[config.mk]
export PLATFORM = sky130hd
export DESIGN_NAME = progrom_serial_loader_flat
export DESIGN_NICKNAME = d
export VERILOG_FILES = /design/src/rtl/progrom_serial_loader_if.sv /design/src/rtl/progrom_serial_loader.sv /design/src/flat_wrapper.sv
export SDC_FILE = /design/constraint.sdc
export NUM_CORES = 1
export LEC_CHECK = 0
export BUFFER_PORTS_ARGS = -buffer_cell sky130_fd_sc_hd__buf_2
export CAP_MARGIN = 20
export CORE_MARGIN = 2
export CORE_UTILIZATION = 35
export DETAILED_ROUTE_END_ITERATION = 16
export PLACE_DENSITY = 0.52
export SKIP_LAST_GASP = 1
export SLEW_MARGIN = 20
export SYNTH_ARGS = -nofsm -noshare
export SYNTH_HDL_FRONTEND = slang
export SYNTH_SLANG_ARGS = --single-unit
export TNS_END_PERCENT = 10
[constraint.sdc]
create_clock -name masterclk -period 2.4 [get_ports masterclk]
set_clock_uncertainty 0.1 [all_clocks]
set_input_delay 0.48 -clock masterclk [delete_from_list [all_inputs] [get_ports masterclk]]
set_output_delay 0.48 -clock masterclk [all_outputs]
set_load 0.02 [all_outputs]
[src/rtl/progrom_serial_loader_if.sv]
// UART byte stream and program-ROM port bundle for progrom_serial_loader.
// master: the loader side. slave: the UART/ROM side.
interface progrom_serial_loader_if;
  logic [7:0]  rx_data;
  logic        rx_valid;
  logic [7:0]  tx_data;
  logic        tx_valid;
  logic        tx_ready;
  logic        enprogrom;
  logic        weprogrom;
  logic [13:0] addrprogrom;
  logic [7:0]  dinprogrom;
  logic [7:0]  doutprogrom;

  modport master (
    input  rx_data, rx_valid, tx_ready, doutprogrom,
    output tx_data, tx_valid, enprogrom, weprogrom, addrprogrom, dinprogrom
  );

  modport slave (
    output rx_data, rx_valid, tx_ready, doutprogrom,
    input  tx_data, tx_valid, enprogrom, weprogrom, addrprogrom, dinprogrom
  );
endinterface

[src/rtl/progrom_serial_loader.sv]
// progrom_serial_loader: UART byte-protocol controller for the dkong program-ROM
// load/readback port. Commands: 'W' aH aL len data.. (write, returns sum + 'K'),
// 'R' aH aL len (readback), 'G' (release CPU, 'K'), 'H' (hold CPU, 'K').
// Unknown command bytes answer '?'.
// Optional macro PROGROM_LOADER_TIMEOUT_EN: an inter-byte timeout of
// TIMEOUT_CYCLES aborts a stalled header/data phase with '?'. The parameter
// only exists when the macro is defined.
module progrom_serial_loader #(
  parameter bit HOLD_AT_RESET = 1'b1
`ifdef PROGROM_LOADER_TIMEOUT_EN
  , parameter logic [23:0] TIMEOUT_CYCLES = 24'd10_000_000
`endif
) (
  input  logic                           masterclk,
  input  logic                           rst_n,
  progrom_serial_loader_if.master        bus,
  output logic                           cpu_hold,
  output logic                           busy
);

  typedef enum logic [3:0] {
    IDLE, ADDR_HI, ADDR_LO, LEN, WDATA, WWRITE, WSUM, WACK,
    RREQ, RWAIT, RSEND, NAK
  } state_t;

  localparam logic [7:0] CH_W = 8'h57;
  localparam logic [7:0] CH_R = 8'h52;
  localparam logic [7:0] CH_G = 8'h47;
  localparam logic [7:0] CH_H = 8'h48;
  localparam logic [7:0] CH_K = 8'h4B;
  localparam logic [7:0] CH_Q = 8'h3F;

  state_t      state_q, state_d;
  logic        op_rd_q, op_rd_d;
  logic [13:0] addr_q, addr_d;
  logic [8:0]  count_q, count_d;
  logic [7:0]  sum_q, sum_d;
  logic [7:0]  din_q, din_d;
  logic [7:0]  txd_q, txd_d;
  logic        hold_q, hold_d;
  logic        tx_vld;
  logic        tx_fire;
  logic        tmo_hit;

  assign tx_vld  = (state_q == WSUM) || (state_q == WACK) ||
                   (state_q == RSEND) || (state_q == NAK);
  assign tx_fire = tx_vld && bus.tx_ready;

`ifdef PROGROM_LOADER_TIMEOUT_EN
  logic [23:0] tmo_q, tmo_d;
  logic        waiting;

  assign waiting = (state_q == ADDR_HI) || (state_q == ADDR_LO) ||
                   (state_q == LEN) || (state_q == WDATA);
  assign tmo_hit = waiting && !bus.rx_valid && (tmo_q == TIMEOUT_CYCLES - 24'd1);
  // Idle-time counter: runs only while waiting for a header/data byte.
  assign tmo_d   = (waiting && !bus.rx_valid && !tmo_hit) ? tmo_q + 24'd1 : 24'd0;

  // Timeout counter register.
  always_ff @(posedge masterclk or negedge rst_n) begin
    if (!rst_n) tmo_q <= 24'd0;
    else        tmo_q <= tmo_d;
  end
`else
  assign tmo_hit = 1'b0;
`endif

  // State and datapath registers.
  always_ff @(posedge masterclk or negedge rst_n) begin
    if (!rst_n) begin
      state_q <= IDLE;
      op_rd_q <= 1'b0;
      addr_q  <= 14'd0;
      count_q <= 9'd0;
      sum_q   <= 8'd0;
      din_q   <= 8'd0;
      txd_q   <= 8'd0;
      hold_q  <= HOLD_AT_RESET;
    end else begin
      state_q <= state_d;
      op_rd_q <= op_rd_d;
      addr_q  <= addr_d;
      count_q <= count_d;
      sum_q   <= sum_d;
      din_q   <= din_d;
      txd_q   <= txd_d;
      hold_q  <= hold_d;
    end
  end

  // Next-state decode; bytes arriving in non-receiving states are ignored.
  always_comb begin
    state_d = state_q;
    case (state_q)
      IDLE:
        if (bus.rx_valid) begin
          case (bus.rx_data)
            CH_W, CH_R: state_d = ADDR_HI;
            CH_G, CH_H: state_d = WACK;
            default:    state_d = NAK;
          endcase
        end
      ADDR_HI: if (bus.rx_valid) state_d = ADDR_LO;
      ADDR_LO: if (bus.rx_valid) state_d = LEN;
      LEN:     if (bus.rx_valid) state_d = op_rd_q ? RREQ : WDATA;
      WDATA:   if (bus.rx_valid) state_d = WWRITE;
      WWRITE:  state_d = (count_q == 9'd1) ? WSUM : WDATA;
      WSUM:    if (tx_fire) state_d = WACK;
      WACK:    if (tx_fire) state_d = IDLE;
      RREQ:    state_d = RWAIT;
      RWAIT:   state_d = RSEND;
      RSEND:   if (tx_fire) state_d = (count_q == 9'd1) ? IDLE : RREQ;
      NAK:     if (tx_fire) state_d = IDLE;
      default: state_d = IDLE;
    endcase
    if (tmo_hit) state_d = NAK;
  end

  // Datapath next values: address/count/sum bookkeeping and the tx byte.
  always_comb begin
    op_rd_d = op_rd_q;
    addr_d  = addr_q;
    count_d = count_q;
    sum_d   = sum_q;
    din_d   = din_q;
    txd_d   = txd_q;
    hold_d  = hold_q;
    case (state_q)
      IDLE:
        if (bus.rx_valid) begin
          case (bus.rx_data)
            CH_W:    op_rd_d = 1'b0;
            CH_R:    op_rd_d = 1'b1;
            CH_G:    begin hold_d = 1'b0; txd_d = CH_K; end
            CH_H:    begin hold_d = 1'b1; txd_d = CH_K; end
            default: txd_d = CH_Q;
          endcase
        end
      ADDR_HI: if (bus.rx_valid) addr_d[13:8] = bus.rx_data[5:0];
      ADDR_LO: if (bus.rx_valid) addr_d[7:0]  = bus.rx_data;
      LEN:
        if (bus.rx_valid) begin
          // A length byte of 0 encodes a full 256-byte block.
          count_d = (bus.rx_data == 8'd0) ? 9'd256 : {1'b0, bus.rx_data};
          sum_d   = 8'd0;
        end
      WDATA:   if (bus.rx_valid) din_d = bus.rx_data;
      WWRITE: begin
        addr_d  = addr_q + 14'd1;
        sum_d   = sum_q + din_q;
        count_d = count_q - 9'd1;
        if (count_q == 9'd1) txd_d = sum_q + din_q;
      end
      WSUM:    if (tx_fire) txd_d = CH_K;
      RWAIT:   txd_d = bus.doutprogrom;
      RSEND:
        if (tx_fire) begin
          addr_d  = addr_q + 14'd1;
          count_d = count_q - 9'd1;
        end
      default: ;
    endcase
    if (tmo_hit) txd_d = CH_Q;
  end

  // Port decode straight from registered state, so reset clears strobes at once.
  always_comb begin
    bus.enprogrom   = (state_q == WWRITE) || (state_q == RREQ);
    bus.weprogrom   = (state_q == WWRITE);
    bus.addrprogrom = addr_q;
    bus.dinprogrom  = din_q;
    bus.tx_data     = txd_q;
    bus.tx_valid    = tx_vld;
    cpu_hold        = hold_q;
    busy            = (state_q != IDLE);
  end

endmodule

[src/flat_wrapper.sv]
// flat-port wrapper written by rule: the top's interface ports become plain ports
module progrom_serial_loader_flat 
#(
  parameter bit HOLD_AT_RESET = 1'b1

)
  (masterclk, rst_n, cpu_hold, busy, bus_rx_data, bus_rx_valid, bus_tx_ready, bus_doutprogrom, bus_tx_data, bus_tx_valid, bus_enprogrom, bus_weprogrom, bus_addrprogrom, bus_dinprogrom);
  progrom_serial_loader_if bus_i ();
  input  logic masterclk;
  input  logic rst_n;
  output logic cpu_hold;
  output logic busy;
  input wire logic [$bits(bus_i.rx_data)-1:0] bus_rx_data;
  input wire logic [$bits(bus_i.rx_valid)-1:0] bus_rx_valid;
  input wire logic [$bits(bus_i.tx_ready)-1:0] bus_tx_ready;
  input wire logic [$bits(bus_i.doutprogrom)-1:0] bus_doutprogrom;
  output wire logic [$bits(bus_i.tx_data)-1:0] bus_tx_data;
  output wire logic [$bits(bus_i.tx_valid)-1:0] bus_tx_valid;
  output wire logic [$bits(bus_i.enprogrom)-1:0] bus_enprogrom;
  output wire logic [$bits(bus_i.weprogrom)-1:0] bus_weprogrom;
  output wire logic [$bits(bus_i.addrprogrom)-1:0] bus_addrprogrom;
  output wire logic [$bits(bus_i.dinprogrom)-1:0] bus_dinprogrom;
  assign bus_i.rx_data = bus_rx_data;
  assign bus_i.rx_valid = bus_rx_valid;
  assign bus_i.tx_ready = bus_tx_ready;
  assign bus_i.doutprogrom = bus_doutprogrom;
  assign bus_tx_data = bus_i.tx_data;
  assign bus_tx_valid = bus_i.tx_valid;
  assign bus_enprogrom = bus_i.enprogrom;
  assign bus_weprogrom = bus_i.weprogrom;
  assign bus_addrprogrom = bus_i.addrprogrom;
  assign bus_dinprogrom = bus_i.dinprogrom;
  progrom_serial_loader #(.HOLD_AT_RESET(HOLD_AT_RESET)) u_core (.masterclk(masterclk), .rst_n(rst_n), .bus(bus_i), .cpu_hold(cpu_hold), .busy(busy));
endmodule
==> impl_metrics.yaml, run 1 <==
sta:
  rsz0062_at_grt: "false"
  fin_crit_ps: 2270
  relSlewSlack_pct: 53.3
  fin_setup_tns_ps: 0
  max_freq_ghz: 0.441
  tightest_slew_ps: 694
  slew_viol_final: 0
  post-route-period-util_pct: 94.5
  setup_viol: 0
  finalHoldViolCount: 0
synthesis:
  synth_area_sq_mm: 0.00337
  synth_async_sr_flop_share_pct: 100
  syn_inst: 368
  synth_top_area_share_pct: 38.6
  synth_ff_type: "dfrtp_1"
  synth_cell_types: 71
  synth_most_common_cell: "dfrtp_1"
  syn_area_per_cell_sq_um: 9.16
  synth_edf_count: 0
  synthTopCellsByArea: "dfrtp_1 39%, o21ai_0 4.0%, nor2_1 3.9%"
  syn-num-nets: 399
  synth_warnings: 0
  synth_seq_cells: 53
  ys_seq_area_share_pct: 39.4
  synth_largest_area_cell: "dfrtp_1"
  ys_top_cells_by_count: "52 x dfrtp_1, 35 x nor2_1, 27 x o21ai_0"
clock_tree:
  cts.repair.resized: 0
  post-cts-setup-buffers: 0
  cts_buffer_depth: 2
  clk_pin_slew_worst_paths_ps: 110
  cts_tree: "built"
  numCtsBuffers: 5
  h-tree-depth: 2
  cts_sinks: 53
  postCtsHoldBufs: 0
  insertion_delay_ps: 310
  clockRootBuffer: "clkbuf_8"
drt:
  dr.pass1.iters: 4
  drtIter0Drc: 206
  ant_nets: 0
  avgViaCountPerCell: 5.54
  wl_um: 9670
  drc: 0
  vias: 3101
  wl_per_cell_um: 17.3
worst_setup_path:
  cp.buffers_inverters: 2
  critPathSlowestCell: "dfrtp_1"
  crit_type: "reg -> out"
  cpLargestDelayFamily: "buffers and inverters"
  arrival_ps: 1690
  cp.required_ps: 1820
  path_depth: 3
  crit_chain: "nand4bb_1 -> inv_1 -> buf_2"
  worst_r2r_path_depth: 7
  start_kind: "flop"
  r2r_start: "u_core.bus.dinprogrom[0]"
  critPathMaxFanout: 11
  end_kind: "primary output"
  rrSetupSlack_ps: 140
  r2r_end: "u_core.bus.tx_data[6]"
  critical_path.max_stage_delay_ps: 500
  critPathCapture: "bus_weprogrom"
  setup.worst_path.start: "u_core.state_q[3]"
global_route:
  track_usage_pct: 18.9
  grt_max_degree: 54
  grt_overflow: 0
  antenna_found_initial: 0
  grt_pass1_wl_um: 15300
  first_global_vias: 2841
placed_design:
  gp_congestion: 0.836
  place_hpwl_um: 7160
  port_buffers: 54
  dpl.cell_count: 553
floorplan:
  die_h_um: 102
  num_rows: 35
  dieArea_sq_mm: 0.0104
  start_util_pct: 36.3
  core_sq_mm: 0.00928
  chipWidth_um: 102
  ios: 55
power_and_ir_drop:
  ir_worst_vdd_uv: 384
  power.density_mw_per_mm2: 1390
  p_leak_nw: 1.80
flow_run:
  maxCapViolCount: 0
layout:
  diodes: 0
  area_growth_pct: 18.6
  nNetsFinal: 462
  fillerInstances: 961
  drive_above_1_share_pct: 24.6
  fin_cells: 560
run_status:
  status: "finished clean"
worst_hold_path:
  holdCritPathClass: "in -> async"
## registers in the layout (all words and copies together), names as in the netlist
signal,count
u_core.bus.dinprogrom,8
u_core.count_q,9
u_core.cpu_hold,1
u_core.bus.addrprogrom,14
u_core.sum_q,8
u_core.state_q,4
u_core.op_rd_q,1
u_core.bus.tx_data,8
## through the flow
stage                     cell area (sq um)  hold WS [ps]  total power, mW  setup slack (ps)  utilization [%]
after floorplan                        3370          84.4             3.93               181                -
after global placement                 3890           357             4.89               174             41.9
after detailed placement               3890           363             4.92              25.8             41.9
after CTS                              3990          53.7             5.57              37.0             43.0
after global routing                   4000          55.5             5.97              5.00             43.1
final                                  4000          34.2             5.54               131             43.1
## logic make-up (layout without fill, tap and decap cells)
family	count (synthesis)	in the layout	synth area share, %
mux	9	9	2.97
compound gates	135	135	28.7
flops	53	53	39.4
fa+ha+maj	11	11	4.30
xor+xnor	6	6	1.56
simple gates	125	125	19.0
buf+inv	29	92	4.12
## cells in the final DEF (no fill, tap or decap), types with 4 or more instances in the layout
cell type / instances
nor3_1: 10
inv_1: 13
a21o_1: 11
a22o_1: 4
clkbuf_8: 5
o22a_1: 7
buf_2: 54
nand2_1: 26
buf_4: 15
nand2b_1: 6
nor2_1: 35
dfrtp_1: 52
xnor2_1: 4
a2bb2oi_1: 4
ha_1: 10
mux2_2: 8
a31oi_1: 9
a22oi_1: 4
nand4_1: 5
o22ai_1: 7
or3_1: 5
a21oi_1: 22
o21ai_0: 27
nand3_1: 14
## metal layers
| metal | share of wire, % | track usage [%] | up-vias | wire, um |
|---|---|---|---|---|
| li1 | - | - | 1520 | - |
| met1 | 48 | 28.5 | 1502 | 4650 |
| met2 | 46 | 28.8 | 77 | 4460 |
| met3 | 5.4 | 2.53 | 2 | 520 |
| met4 | 0.41 | 4.00 | 0 | 40 |
| met5 | 0 | 0 | - | 0 |
## where the power goes
| part | leakage (nW) | internal (mW) | switching, mW |
|---|---|---|---|
| clock network | 0.0546 | 0.310 | 0.316 |
| registers | 0.633 | 1.30 | 0.423 |
| logic | 1.11 | 1.32 | 1.88 |
## how the worst min path moves through the flow
| stage | cells past startpoint | end | start | slack (ps) |
|---|---|---|---|---|
| after CTS | 2 | u_core.bus.tx_data[4] | rst_n | 50 |
| after global placement | 1 | u_core.bus.tx_data[1] | u_core.bus.tx_data[1] | 360 |
| after global routing | 2 | u_core.bus.tx_data[4] | rst_n | 60 |
| after detailed placement | 1 | u_core.bus.tx_data[1] | u_core.bus.tx_data[1] | 360 |
| after floorplan | 0 | u_core.bus.addrprogrom[0] | rst_n | 80 |
| final | 2 | u_core.bus.tx_data[4] | rst_n | 30 |
## area by class of cell
cell class                 instances  area (sq um)  area share (%)
multi-input combinational        286          1910            47.8
sequential                        53          1330            33.2
timing repair buffer              72           443            11.1
tap                              129           161            4.04
clock buffer                       5          68.8            1.72
inverter                          13          48.8            1.22
clock inverter                     2          38.8           0.970
## worst reg2reg max path, delay by kind of cell (launching register included)
kind,cells,cell delay [ps]
AO/OA/AOI/OAI,3,620
adder cells (fa/ha/maj),2,670
flip-flops,1,400
AND/OR/NAND/NOR,2,400
Note: power is estimated with default switching activity, not from simulation.
==> run 2: changes to the inputs <==
Settings changed: ABC_AREA from default to 1.
==> run 2 against run 1 <==
Compared with the run above:
- maximum frequency increased by 1.8%
- final area is 2.9% higher
- total power is 2.7% lower
- combinational power decreased by 4%
- synthesized cell count up 45%
- critical path type unchanged
- sequential share of layout area down 0.94 points
- die area increased by 5.2%
- register-to-register slack better by 320 ps
- critical path depth up 2
- clock power hardly changed
==> impl_metrics.yaml, run 2 <==
floorplan:
  num_rows: 36
  ios: 55
  dieArea_sq_mm: 0.0110
  die_h_um: 105
  start_util_pct: 36.2
  chipWidth_um: 105
  core_sq_mm: 0.00982
flow_run:
  maxCapViolCount: 0
synthesis:
  synth_xor_area_share_pct: 0.739
  synthMuxAreaShare_pct: 0.317
  synth_top_area_share_pct: 36.6
  synth_edf_count: 0
  synth_top_family_by_area: "simple AND/OR/NAND/NOR gates"
  synth-compound-area-share_pct: 9.85
  syn_inst: 534
  ys_seq_area_share_pct: 37.3
  synth_fa_ha_area_share_pct: 4.08
  syn_area_per_cell_sq_um: 6.66
  synth_seq_cells: 53
  synthTopCellsByArea: "dfrtp_1 37%, nand2_1 22%, nand3_1 5.8%"
  synth_simple_gate_area_share_pct: 39.9
  synth_ff_type: "dfrtp_1"
  synth_area_sq_mm: 0.00356
  synth_most_common_cell: "nand2_1"
  synth_warnings: 0
  synth_async_sr_flop_share_pct: 100
  syn-num-nets: 565
  synth_largest_area_cell: "dfrtp_1"
  ys_top_cells_by_count: "205 x nand2_1, 53 x inv_1, 52 x dfrtp_1"
  synth_cell_types: 34
drt:
  top_layer: "met4"
  drc: 0
  dr.pass1.iters: 4
  ant_nets: 0
  met2_length_um: 4770
  wl_met1_um: 4900
  wl_per_cell_um: 14.1
  avgViaCountPerCell: 4.88
  wl_um: 10300
  drtIter0Drc: 200
  vias: 3550
  wl_met3_um: 443
layout:
  final_common_cell: "nand2_1"
  drive_above_1_share_pct: 15.3
  regArea_sq_mm: 0.00133
  nNetsFinal: 624
  most-common-layout-cells: "205 x nand2_1, 54 x buf_2, 53 x inv_1, 52 x dfrtp_1, 50 x nor2_1"
  diodes: 0
  multiInputGateArea_sq_mm: 0.00195
  largest_reg_flops: 14
  fillerInstances: 1101
  area_growth_pct: 15.7
sta:
  slew_viol_final: 0
  post-route-period-util_pct: 92.9
  fin_setup_tns_ps: 0
  finalHoldViolCount: 0
  setup_viol: 0
  max_freq_ghz: 0.449
  fin_crit_ps: 2230
  relSlewSlack_pct: 67.3
  rsz0062_at_grt: "false"
  tightest_slew_ps: 491
  setup_slack_ps: 171
clock_tree:
  cts_buffer_depth: 2
  postCtsHoldBufs: 0
  numCtsBuffers: 5
  clk_pin_slew_worst_paths_ps: 100
  insertion_delay_ps: 310
  cts_sinks: 53
  cts.repair.resized: 0
  h-tree-depth: 2
  post-cts-setup-buffers: 0
  cts_tree: "built"
  clockRootBuffer: "clkbuf_8"
run_status:
  status: "finished clean"
power_and_ir_drop:
  power.density_mw_per_mm2: 1310
  p_leak_nw: 2.25
  ir_worst_vdd_uv: 562
worst_setup_path:
  cp.required_ps: 1820
  critPathMaxFanout: 8
  cpLargestDelayFamily: "flip-flops"
  start_kind: "flop"
  end_kind: "primary output"
  crit_chain: "nor2_2 -> inv_1 -> nor2_1 -> inv_1 -> buf_2"
  arrival_ps: 1650
  critical_path.max_stage_delay_ps: 480
  cp.buffers_inverters: 3
  path_common_cell: "inv_1"
  rrSetupSlack_ps: 460
  crit_type: "reg -> out"
  critPathSlowestCell: "dfrtp_1"
global_route:
  antenna_found_initial: 0
  grt_overflow: 0
  grt_pass1_wl_um: 17400
  grt_max_degree: 36
  first_global_vias: 3417
  track_usage_pct: 19.5
placed_design:
  place_hpwl_um: 8110
  gp_congestion: 0.899
  post-place-ws_ps: 448
  port_buffers: 54
worst_hold_path:
  holdCritPathClass: "in -> async"
run 2: cell types whose count changed after synthesis, sizes merged, moves of 7 or more:
cell / change
mux2: -7
o22a: -9
nand2b: -7
a21o: -10
o21ai: +13
inv: +45
nor2: +20
nand2: +185
a31oi: -7
nand3: +27
run 2: routing by layer:
metal | up-vias | track usage (%)
met5 | - | 0
met4 | 0 | 4.57
met3 | 12 | 3.18
met2 | 86 | 32.6
met1 | 1622 | 26.3
li1 | 1830 | -
run 2: power breakdown:
group          internal (mW)  switching [mW]
logic                   1.02            2.04
clock network          0.313           0.311
registers               1.31           0.406
run 2: logic make-up (layout without fill, tap and decap cells):
| logic type | Yosys count | in the layout |
|---|---|---|
| fa+ha+maj | 11 | 11 |
| simple gates | 333 | 333 |
| buf+inv | 67 | 127 |
| flops | 53 | 53 |
| compound gates | 66 | 66 |
| xor+xnor | 3 | 3 |
| mux | 1 | 1 |
run 2: final timing paths:
kind                                  startpoint                         end  depth (start not counted)
min                                        rst_n             u_core.sum_q[1]                          1
min reg2reg                u_core.bus.tx_data[5]       u_core.bus.tx_data[5]                          2
max                            u_core.state_q[1]                        busy                          5
max reg2reg                    u_core.state_q[1]       u_core.bus.tx_data[3]                         11
min in group masterclk     u_core.bus.tx_data[5]       u_core.bus.tx_data[5]                          2
max in group asynchronous                  rst_n  u_core.bus.addrprogrom[13]                          2
run 2: cell type report:
cell class / instances / area share (%)
clock buffers: 5 / 1.67
repair buffers: 61 / 8.15
well taps: 133 / 4.04
multi-input cells: 414 / 47.4
flip-flops and latches: 53 / 32.3
inverters: 58 / 5.35
clock inverters: 3 / 1.12
run 2: per-stage QoR:
step | instance area, sq um | hold WS, ps | cells | utilization, % | power (mW)
CTS | 4120 | 29.6 | 727 | 41.9 | 5.45
global route | 4120 | 47.4 | 727 | 41.9 | 5.96
global placement | 4000 | 352 | 719 | 40.7 | 4.78
floorplan | 3560 | 84.4 | 534 | - | 3.91
finish | 4120 | 22.2 | 727 | 41.9 | 5.40
detailed placement | 4000 | 362 | 719 | 40.7 | 4.80
==> run 3: changes to the inputs <==
--- a/config.mk
+++ b/config.mk
@@ -11,6 +11,7 @@
 export CORE_MARGIN = 2
 export CORE_UTILIZATION = 35
+export CTS_BUF_LIST = sky130_fd_sc_hd__clkbuf_4
 export DETAILED_ROUTE_END_ITERATION = 16
-export PLACE_DENSITY = 0.52
+export PLACE_DENSITY = 0.63
 export SKIP_LAST_GASP = 1
 export SLEW_MARGIN = 20
--- a/constraint.sdc
+++ b/constraint.sdc
@@ -3,3 +3,3 @@
 set_input_delay 0.48 -clock masterclk [delete_from_list [all_inputs] [get_ports masterclk]]
 set_output_delay 0.48 -clock masterclk [all_outputs]
-set_load 0.02 [all_outputs]
+set_load 0.005 [all_outputs]
==> run 3 against run 2 <==
Compared with the run above:
- final area decreased by 1.3%
- die area unchanged
- highest routed layer unchanged
- worst hold slack improved by 280 ps
- sequential share of layout area increased by 0.42 points
- global-route usage decreased by 0.61 points
- first-iteration DRC count increased by 64%
- largest power group unchanged
==> impl_metrics.yaml, run 3 (synthesis results as in run 2) <==
layout:
  multiInputGateArea_sq_mm: 0.00195
  fillerInstances: 1078
  regArea_sq_mm: 0.00133
  diodes: 0
  final_common_cell: "nand2_1"
  final_core_util_pct: 41.4
  finalInstanceArea_sq_mm: 0.00406
  fin_cells: 728
  largest_reg_flops: 14
  most-common-layout-cells: "205 x nand2_1, 54 x buf_2, 53 x inv_1, 52 x dfrtp_1, 49 x nor2_1"
  drive_above_1_share_pct: 15.5
  nNetsFinal: 625
  area_growth_pct: 14.3
clock_tree:
  cts_sinks: 53
  h-tree-depth: 2
  clockRootBuffer: "clkbuf_4"
  insertion_delay_ps: 390
  cts_tree: "built"
  post-cts-setup-buffers: 0
  clk_pin_slew_worst_paths_ps: 180
  cts_buffer_depth: 2
  numCtsBuffers: 5
floorplan:
  die_h_um: 105
  core_sq_mm: 0.00982
  dieArea_sq_mm: 0.0110
  num_rows: 36
  chipWidth_um: 105
  ios: 55
  start_util_pct: 36.2
sta:
  whs_ps: 304
  post-route-period-util_pct: 95.0
  setup_viol: 0
  slew_viol_final: 0
  setup_slack_ps: 121
  tightest_slew_ps: 590
  fin_setup_tns_ps: 0
  fin_crit_ps: 2280
  finalHoldViolCount: 0
  rsz0062_at_grt: "false"
  relSlewSlack_pct: 60.6
  max_freq_ghz: 0.439
placed_design:
  gp_congestion: 0.927
  port_buffers: 54
  post-place-ws_ps: 277
  dpl.cell_count: 719
  place_hpwl_um: 7870
  dpl-instance-area_sq_mm: 0.00399
global_route:
  grt_overflow: 0
  track_usage_pct: 18.9
  antenna_found_initial: 0
  first_global_vias: 3482
  grt_max_degree: 22
  grt_pass1_wl_um: 16800
run_status:
  status: "finished clean"
drt:
  drc: 0
  wl_per_cell_um: 13.7
  drtIter0Drc: 327
  avgViaCountPerCell: 5.06
  ant_nets: 0
  wl_um: 10000
  vias: 3682
  dr.pass1.iters: 5
worst_hold_path:
  holdCritPathClass: "in -> reg"
worst_setup_path:
  crit_type: "reg -> out"
  cp.required_ps: 1820
  arrival_ps: 1700
  end_kind: "primary output"
  start_kind: "flop"
  critPathMaxFanout: 8
power_and_ir_drop:
  p_leak_nw: 2.23
  power.density_mw_per_mm2: 1200
  total_power_mw: 4.89
  ir_worst_vdd_uv: 505
flow_run:
  maxCapViolCount: 0
-- run 3: cell types whose count changed in the layout (fill, tap and decap cells not counted), sizes merged --
cell / delta
bufinv: -1
dlygate4sd3: +1
inv: +1
-- run 3: worst paths after layout --
| kind | start | end | slack [ps] | cells past startpoint |
|---|---|---|---|---|
| worst min-delay path | bus_doutprogrom[7] | u_core.bus.tx_data[7] | 300 | 5 |
| worst max register to register | u_core.state_q[1] | u_core.bus.addrprogrom[4] | 230 | 8 |
| worst min register to register | u_core.bus.tx_data[3] | u_core.bus.tx_data[3] | 390 | 2 |
| worst max-delay path | u_core.state_q[1] | busy | 120 | 5 |
| min in group asynchronous | rst_n | u_core.bus.addrprogrom[7] | 490 | 2 |
| max in group asynchronous | rst_n | u_core.bus.dinprogrom[6] | 1060 | 3 |
-- run 3: final cells by class --
class / instances / share of cell area (%)
Multi-Input combinational cell: 414 / 48.1
Sequential cell: 53 / 32.7
Clock inverter: 3 / 0.616
Timing Repair Buffer: 62 / 8.19
Inverter: 58 / 5.42
Tap cell: 133 / 4.10
Clock buffer: 5 / 0.924
-- run 3: routing by layer --
| metal | share of wire [%] | up-vias | wire length [um] | global-route usage [%] |
|---|---|---|---|---|
| li1 | - | 1841 | - | - |
| met1 | 45 | 1677 | 4540 | 24.5 |
| met2 | 46 | 140 | 4590 | 32.0 |
| met3 | 5.6 | 24 | 564 | 2.87 |
| met4 | 3.1 | 0 | 309 | 6.48 |
| met5 | 0 | - | 0 | 0 |
-- run 3: what timing repair did --
item	4_1_cts	5_1_grt
hold buffers	1	0
setup endpoints to repair	0	6
hold endpoints to repair	18	0
resized for setup	0	1
-- run 3: critical path: stages, from the launching register on --
cell     delay (ps)
dfrtp_1         500
nor2_2          190
inv_1            70
nor2_1          240
inv_1           170
buf_2           160
-- run 3: power breakdown --
part / switching (mW) / internal (mW)
combinational: 1.76 / 1.01
sequential: 0.396 / 1.31
clock: 0.302 / 0.120
